### config.mk
export PLATFORM = sky130hd
export DESIGN_NAME = pipe_stage_reg
export DESIGN_NICKNAME = d
export VERILOG_FILES = /design/src/rtl/pipe_pkg.sv /design/src/rtl/pipe_slot.sv /design/src/rtl/pipe_stage_reg.sv
export SDC_FILE = /design/constraint.sdc
export NUM_CORES = 1
export LEC_CHECK = 0
export BUFFER_PORTS_ARGS = -buffer_cell sky130_fd_sc_hd__buf_2
export CORE_AREA = 2 2 168 170
export DETAILED_ROUTE_END_ITERATION = 7
export DIE_AREA = 0 0 170 172
export PLACE_DENSITY = 0.65
export SETUP_SLACK_MARGIN = 0.1
export SLEW_MARGIN = 20
export SYNTH_ARGS = -nofsm -noshare
export SYNTH_HDL_FRONTEND = slang
export SYNTH_SLANG_ARGS = --single-unit
### constraint.sdc
create_clock -name clk -period 10.8 [get_ports clk]
set_input_delay 2.16 -clock clk [delete_from_list [all_inputs] [get_ports clk]]
set_output_delay 2.16 -clock clk [all_outputs]
set_load 0.05 [all_outputs]
### src/rtl/pipe_pkg.sv
// Shared widths and the occupancy encoding for the elastic pipeline-stage register.
// Latency: n/a (declarations only).
// Backpressure: n/a (declarations only).
package pipe_pkg;

    localparam int DATA_W_DEF = 192;
    localparam int CTRL_W_DEF = 12;
    localparam int CNT_W_DEF  = 16;

    // Occupancy of the stage: nothing held, main slot held, main and skid slots held.
    typedef enum logic [1:0] {
        EMPTY = 2'd0,
        FULL  = 2'd1,
        SKID  = 2'd2
    } pipe_state_t;

endpackage

### src/rtl/pipe_slot.sv
// One valid+payload storage slot; clear wins over load and zeroes the payload.
// Latency: 1 cycle from load to visible contents.
// Backpressure: none here; the parent decides when to load or clear.
module pipe_slot #(
    parameter int DATA_W = 192,
    parameter int CTRL_W = 12
) (
    input  logic              clk,
    input  logic              reset,
    input  logic              load,
    input  logic              clear,
    input  logic [DATA_W-1:0] d_data,
    input  logic [CTRL_W-1:0] d_ctrl,
    output logic              valid,
    output logic [DATA_W-1:0] data,
    output logic [CTRL_W-1:0] ctrl
);

    // Empty slots always hold zero so a bubble never carries stale control bits.
    always_ff @(posedge clk or posedge reset) begin
        if (reset) begin
            valid <= 1'b0;
            data  <= '0;
            ctrl  <= '0;
        end else if (clear) begin
            valid <= 1'b0;
            data  <= '0;
            ctrl  <= '0;
        end else if (load) begin
            valid <= 1'b1;
            data  <= d_data;
            ctrl  <= d_ctrl;
        end
    end

endmodule

### src/rtl/pipe_stage_reg.sv
// Elastic inter-stage register with flush and a saturating bubble counter; PIPE_SKID_EN adds a skid slot.
// Latency: 1 cycle from input transfer to out_valid when empty; one transfer per cycle sustained.
// Backpressure: base build in_ready = !out_valid || out_ready (combinational); skid build in_ready = !skid_valid (registered).
module pipe_stage_reg
    import pipe_pkg::*;
#(
    parameter int DATA_W = DATA_W_DEF,
    parameter int CTRL_W = CTRL_W_DEF,
    parameter int CNT_W  = CNT_W_DEF
) (
    input  logic              clk,
    input  logic              reset,
    input  logic              flush,
    input  logic              in_valid,
    output logic              in_ready,
    input  logic [DATA_W-1:0] in_data,
    input  logic [CTRL_W-1:0] in_ctrl,
    output logic              out_valid,
    input  logic              out_ready,
    output logic [DATA_W-1:0] out_data,
    output logic [CTRL_W-1:0] out_ctrl,
    output logic [CNT_W-1:0]  bubble_cnt
);

    pipe_state_t       state;
    logic              in_xfer;
    logic              main_vld;
    logic [DATA_W-1:0] main_dat;
    logic [CTRL_W-1:0] main_ctl;
    logic              main_load;
    logic              main_clear;
    logic [DATA_W-1:0] main_d_dat;
    logic [CTRL_W-1:0] main_d_ctl;

    assign in_xfer = in_valid && in_ready;

    pipe_slot #(
        .DATA_W (DATA_W),
        .CTRL_W (CTRL_W)
    ) u_main (
        .clk    (clk),
        .reset  (reset),
        .load   (main_load),
        .clear  (main_clear),
        .d_data (main_d_dat),
        .d_ctrl (main_d_ctl),
        .valid  (main_vld),
        .data   (main_dat),
        .ctrl   (main_ctl)
    );

`ifdef PIPE_SKID_EN
    logic              skid_vld;
    logic [DATA_W-1:0] skid_dat;
    logic [CTRL_W-1:0] skid_ctl;
    logic              skid_load;
    logic              skid_clear;

    pipe_slot #(
        .DATA_W (DATA_W),
        .CTRL_W (CTRL_W)
    ) u_skid (
        .clk    (clk),
        .reset  (reset),
        .load   (skid_load),
        .clear  (skid_clear),
        .d_data (in_data),
        .d_ctrl (in_ctrl),
        .valid  (skid_vld),
        .data   (skid_dat),
        .ctrl   (skid_ctl)
    );

    // Registered ready: only the skid occupancy gates the upstream stage.
    assign in_ready = !skid_vld;

    // Occupancy decode from the slot valid bits.
    always_comb begin
        state = EMPTY;
        if (skid_vld) begin
            state = SKID;
        end else if (main_vld) begin
            state = FULL;
        end
    end

    // Slot control: flush first, then drain skid into main, else accept into main or skid.
    always_comb begin
        main_load  = 1'b0;
        main_clear = 1'b0;
        skid_load  = 1'b0;
        skid_clear = 1'b0;
        main_d_dat = in_data;
        main_d_ctl = in_ctrl;
        if (flush) begin
            main_clear = 1'b1;
            skid_clear = 1'b1;
        end else begin
            case (state)
                EMPTY: begin
                    main_load = in_xfer;
                end
                FULL: begin
                    if (out_ready) begin
                        main_load  = in_xfer;
                        main_clear = !in_xfer;
                    end else begin
                        skid_load = in_xfer;
                    end
                end
                SKID: begin
                    // in_ready is low here, so no new input competes with the skid entry.
                    if (out_ready) begin
                        main_load  = 1'b1;
                        main_d_dat = skid_dat;
                        main_d_ctl = skid_ctl;
                        skid_clear = 1'b1;
                    end
                end
                default: begin
                    main_clear = 1'b1;
                    skid_clear = 1'b1;
                end
            endcase
        end
    end
`else
    // Ready whenever the held entry is leaving or nothing is held.
    assign in_ready = !main_vld || out_ready;

    // Occupancy decode from the main slot valid bit.
    always_comb begin
        state = main_vld ? FULL : EMPTY;
    end

    // Slot control: flush first, then load on accept or clear on a pure drain.
    always_comb begin
        main_load  = 1'b0;
        main_clear = 1'b0;
        main_d_dat = in_data;
        main_d_ctl = in_ctrl;
        if (flush) begin
            main_clear = 1'b1;
        end else begin
            case (state)
                EMPTY: begin
                    main_load = in_xfer;
                end
                FULL: begin
                    main_load  = in_xfer;
                    main_clear = out_ready && !in_xfer;
                end
                default: begin
                    main_clear = 1'b1;
                end
            endcase
        end
    end
`endif

    assign out_valid = main_vld;
    assign out_data  = main_dat;
    assign out_ctrl  = main_ctl;

    // Count cycles with no valid output, holding at all-ones; flush does not clear it.
    always_ff @(posedge clk or posedge reset) begin
        if (reset) begin
            bubble_cnt <= '0;
        end else if (!main_vld && (bubble_cnt != {CNT_W{1'b1}})) begin
            bubble_cnt <= bubble_cnt + CNT_W'(1);
        end
    end

endmodule

# ---- Word level (Yosys, flattened, before mapping)
# Index checks and enable logic that the tools add are counted.
dict set report word_totals {
  register_bits 221
  in_bits 209
  out_inout_bits 222
}
dict set report op_classes {
  addsub 1
  eq_ne 2
  n_mux 11
  reduce_logical 9
}
# operator n
set ops {}
lappend ops {{$mux W192} 2}
lappend ops {{$mux W12} 2}
lappend ops {{$add A16 B1 Y16 const B} 1}
lappend ops {{$ne A16 B16 Y1 const B} 1}
lappend ops {{$mux W1} 6}
lappend ops {{$logic_and A1 B1 Y1} 3}
lappend ops {{$logic_not A1 Y1} 2}
lappend ops {{$logic_not A2 Y1} 1}
lappend ops {{$pmux W1 S2} 1}
lappend ops {{$reduce_bool A2 Y1} 1}
lappend ops {{$reduce_or A2 Y1} 1}
lappend ops {{$eq A1 B1 Y1 const B} 1}
lappend ops {{$logic_or A1 B1 Y1} 1}

# ---- Depth between registers and ports, before layout
dict set report logic_depth {
  depth_word 8
  depth_mapped 7
}

# ---- By module
# From an unflattened synthesis, not the netlist that was laid out.
dict set report unflattened {
  hier_cells 736
  area_unflattened_um2 9130.0
}
# mod instances cells_per_inst area_each_um2 seq_area_each_um2
set modules_own_cells {}
lappend modules_own_cells {pipe_slot 1 662 8279.2 5129.9}
lappend modules_own_cells {pipe_stage_reg 1 74 850.8 400.4}

# ---- Least setup slack after synthesis
# Ideal clock, no wire load.
dict set report synth_path {
  path_type {in2out}
  startpoint {in out_ready}
  endpoint {out in_ready}
  arrival_ns 2.545
  path_slack_ns 6.095
  path_stages 2
  cell_sequence {nor2b_2 > inv_1}
}
dict set report synth_between {
  elab_chain_cells 1
}
# item line
set synth_rtl {}
lappend synth_rtl {{from (decl)} pipe_stage_reg.sv:19} ;# input logic out_ready,
lappend synth_rtl {{$logic_or A1 B1 Y1} pipe_stage_reg.sv:129} ;# assign in_ready = !main_vld || out_ready;
lappend synth_rtl {{to (decl)} pipe_stage_reg.sv:15} ;# output logic in_ready,
# No other way between the ends.

# ---- Worst setup path after layout
# Same ends and word-level chain as after synthesis.

==> flow_summary.json <==
{
  "status": "complete, no violations",
  "grt_overflow": 0,
  "crit_top_cell": "buf_2",
  "cp-start-kind": "input pin",
  "clockBufferDepth": 3,
  "ys_top_cells_by_count": "dfrtp_1, a22o_1, buf_2, clkbuf_1, xor2_1",
  "power_leakage_nw": 6.31,
  "cts_made_buffers": 25,
  "fin_skew_ns": 0.0104,
  "synth.most_common_cell": "dfrtp_1",
  "portBuffers": 430,
  "worst_slew_pin_slew_ns": 1.08,
  "syn_inst": 533,
  "htree_num_levels": 1,
  "maxSlewViolCount": 0,
  "initial_core_util_pct": 29.2,
  "core_region_area_um2": 27500,
  "power_mw": 2.21,
  "cpPeakStageDelay_ns": 0.22,
  "clk_latency_ns": 0.51,
  "drtIter0Drc": 383,
  "min_path_cells": 1,
  "worstPathCellList": "buf_2, nor2b_2, inv_1, buf_2",
  "worst_slack_ns": 5.88,
  "final_layout_size_suffix_gt1_share_pct": 50.5,
  "endpoint_kind": "primary output",
  "avgViaCountPerCell": 4.76,
  "pre_cts_slack_ns": 5.87,
  "ios": 431,
  "cts_root_buf": "clkbuf_16",
  "yosysWarnings": 0,
  "drv_cap": 0,
  "r2r_start": "u_main.valid",
  "die_h_um": 172,
  "setup_violations": 0,
  "synth_area_leaders": "dfrtp_1, a22o_1, buf_2, xor2_1, clkbuf_1",
  "hold_buffers": 0,
  "cpMaxStageDelayCell": "buf_2",
  "min_period_ns": 4.92,
  "antenna_found_initial": 3,
  "whs_endpoint": "u_main.data[129]",
  "fin_tns_setup_ns": 0,
  "die-area_um2": 29200,
  "ys_seq_area_share_pct": 68.9,
  "r2r_slack_ns": 7.93,
  "synth-edff-count": 0,
  "drcViolationCount": 0,
  "period_share_pct": 45.6,
  "tritoncts": "yes",
  "reg2reg_to": "u_main.data[62]",
  "grt_pass1_wl_mm": 34.1,
  "path_class": "in -> out",
  "fp-row-count": 61,
  "die_w_um": 170,
  "cts_setup_buffers": 0,
  "crit_family": "buffers and inverters",
  "grt_pass1_vias": 5979,
  "cp.arrival_ns": 2.76,
  "path_buf_inv": 3,
  "worstHoldPathType": "reg -> reg",
  "final_util_pct": 41.0,
  "multi_input_area_um2": 2270,
  "worstPathRequired_ns": 8.64,
  "worst-path-max-fanout": 4,
  "synth_top_area_share_pct": 68.9,
  "clkSinkCount": 221,
  "slew_headroom_pct": 27.9,
  "ys_seq_elements": 221,
  "nNetsFinal": 1161,
  "area_delta_synth_final_pct": 40.4,
  "cts.reportedPaths.clkPinSlew_ns": 0.06,
  "rsz0062_at_grt": "false",
  "dpl.hpwl_mm": 16.3,
  "p_per_area_nw_per_um2": 196,
  "wire_per_inst_um": 17.8,
  "hold_viol": 0,
  "avgSynthCellArea_um2": 15.1,
  "seq_area_um2": 5530,
  "grt_use_total_pct": 14.6,
  "grt_max_degree": 104,
  "min_from": "u_main.data[129]",
  "synth_top_area_cell": "dfrtp_1",
  "synth_cell_types": 36,
  "place.gp.congestion": 0.761,
  "synth_flop_cell": "dfrtp_1",
  "vias": 6277,
  "synth_area_um2": 8030,
  "peakVddDrop_uv": 80.1,
  "syn_nets": 743,
  "fill_cells": 2616,
  "drt_wl_total_mm": 23.5,
  "antenna_left": 0,
  "drt_pass1_iterations": 4,
  "cts-resized-gates": 0,
  "max_freq_mhz": 203,
  "reg2reg_depth": 5,
  "async_flop_share_pct": 100
}
## routing by layer
layer  up-vias  wire [µm]  share of wire, %  track usage, %
li1       2894          -                 -               -
met1      3116      10200                43            20.1
met2       224      11300                48            22.7
met3        43       1390               5.9            3.25
met4         0        618               2.6            5.28
met5         -          0                 0               0
## logic make-up (layout without fill, tap and decap cells)
group,count (synthesis),count (layout),synth area share [%]
fa+ha+maj,1,1,0.156
compound gates,213,213,23.1
flops,221,221,68.9
mux,2,2,0.327
simple gates,37,37,3.46
buf+inv,49,485,2.96
xor+xnor,10,10,1.09
other cells,0,3,0
## cells in the final DEF, fill, tap and decap left out, drive strengths merged, types with 4 or more instances in the layout
cell and count:
buf 436, dfrtp 221, a22o 204, clkbuf 34
nor2 9, xor2 8, clkinv 6, nand3 5
nand2 4, inv 4
## through the flow
step                      instances  hold WS (ns)  instance area [µm²]
final                          1318         0.496                11300
after global routing           1317         0.510                11300
after CTS                      1315         0.502                11300
after detailed placement       1270         0.485                10500
after global placement         1270         0.483                10500
after floorplan                 533         0.805                 8030
## area by class of cell
cell class / count / area share, %
inverters: 4 / 0.200
clock buffers: 34 / 6.20
well taps: 346 / 3.84
repair buffers: 436 / 19.5
multi-input cells: 263 / 20.2
clock inverters: 11 / 0.999
flip-flops and latches: 221 / 49.0
diodes: 3 / 0.0666
## worst register-to-register path: stages (launching register included)
cell and delay (ns):
dfrtp_1 0.59, nor2b_2 0.33, nor2_1 0.14, nor2_4 0.53, buf_4 0.80, a22o_1 0.40
## flip-flops by register name, summed over array words and instances, names as in the netlist
signal and cells:
bubble_cnt 16, u_main.ctrl 12, u_main.data 192, u_main.valid 1
## worst max path at each step
stage / start / end / depth (start not counted)
after floorplan: reset / bubble_cnt[0] / 1
after global placement: out_ready / in_ready / 4
after detailed placement: out_ready / in_ready / 4
after CTS: out_ready / in_ready / 4
after global routing: out_ready / in_ready / 4
final: out_ready / in_ready / 4
## power breakdown
group / internal, mW / switching [mW] / total [mW] / leakage (nW)
clock network: 0.501 / 0.336 / 0.836 / 0.395
registers: 0.885 / 0.0506 / 0.936 / 2.96
logic: 0.119 / 0.322 / 0.441 / 2.96
total: 1.50 / 0.709 / 2.21 / 6.31
Power figures use the tool's default switching activity.
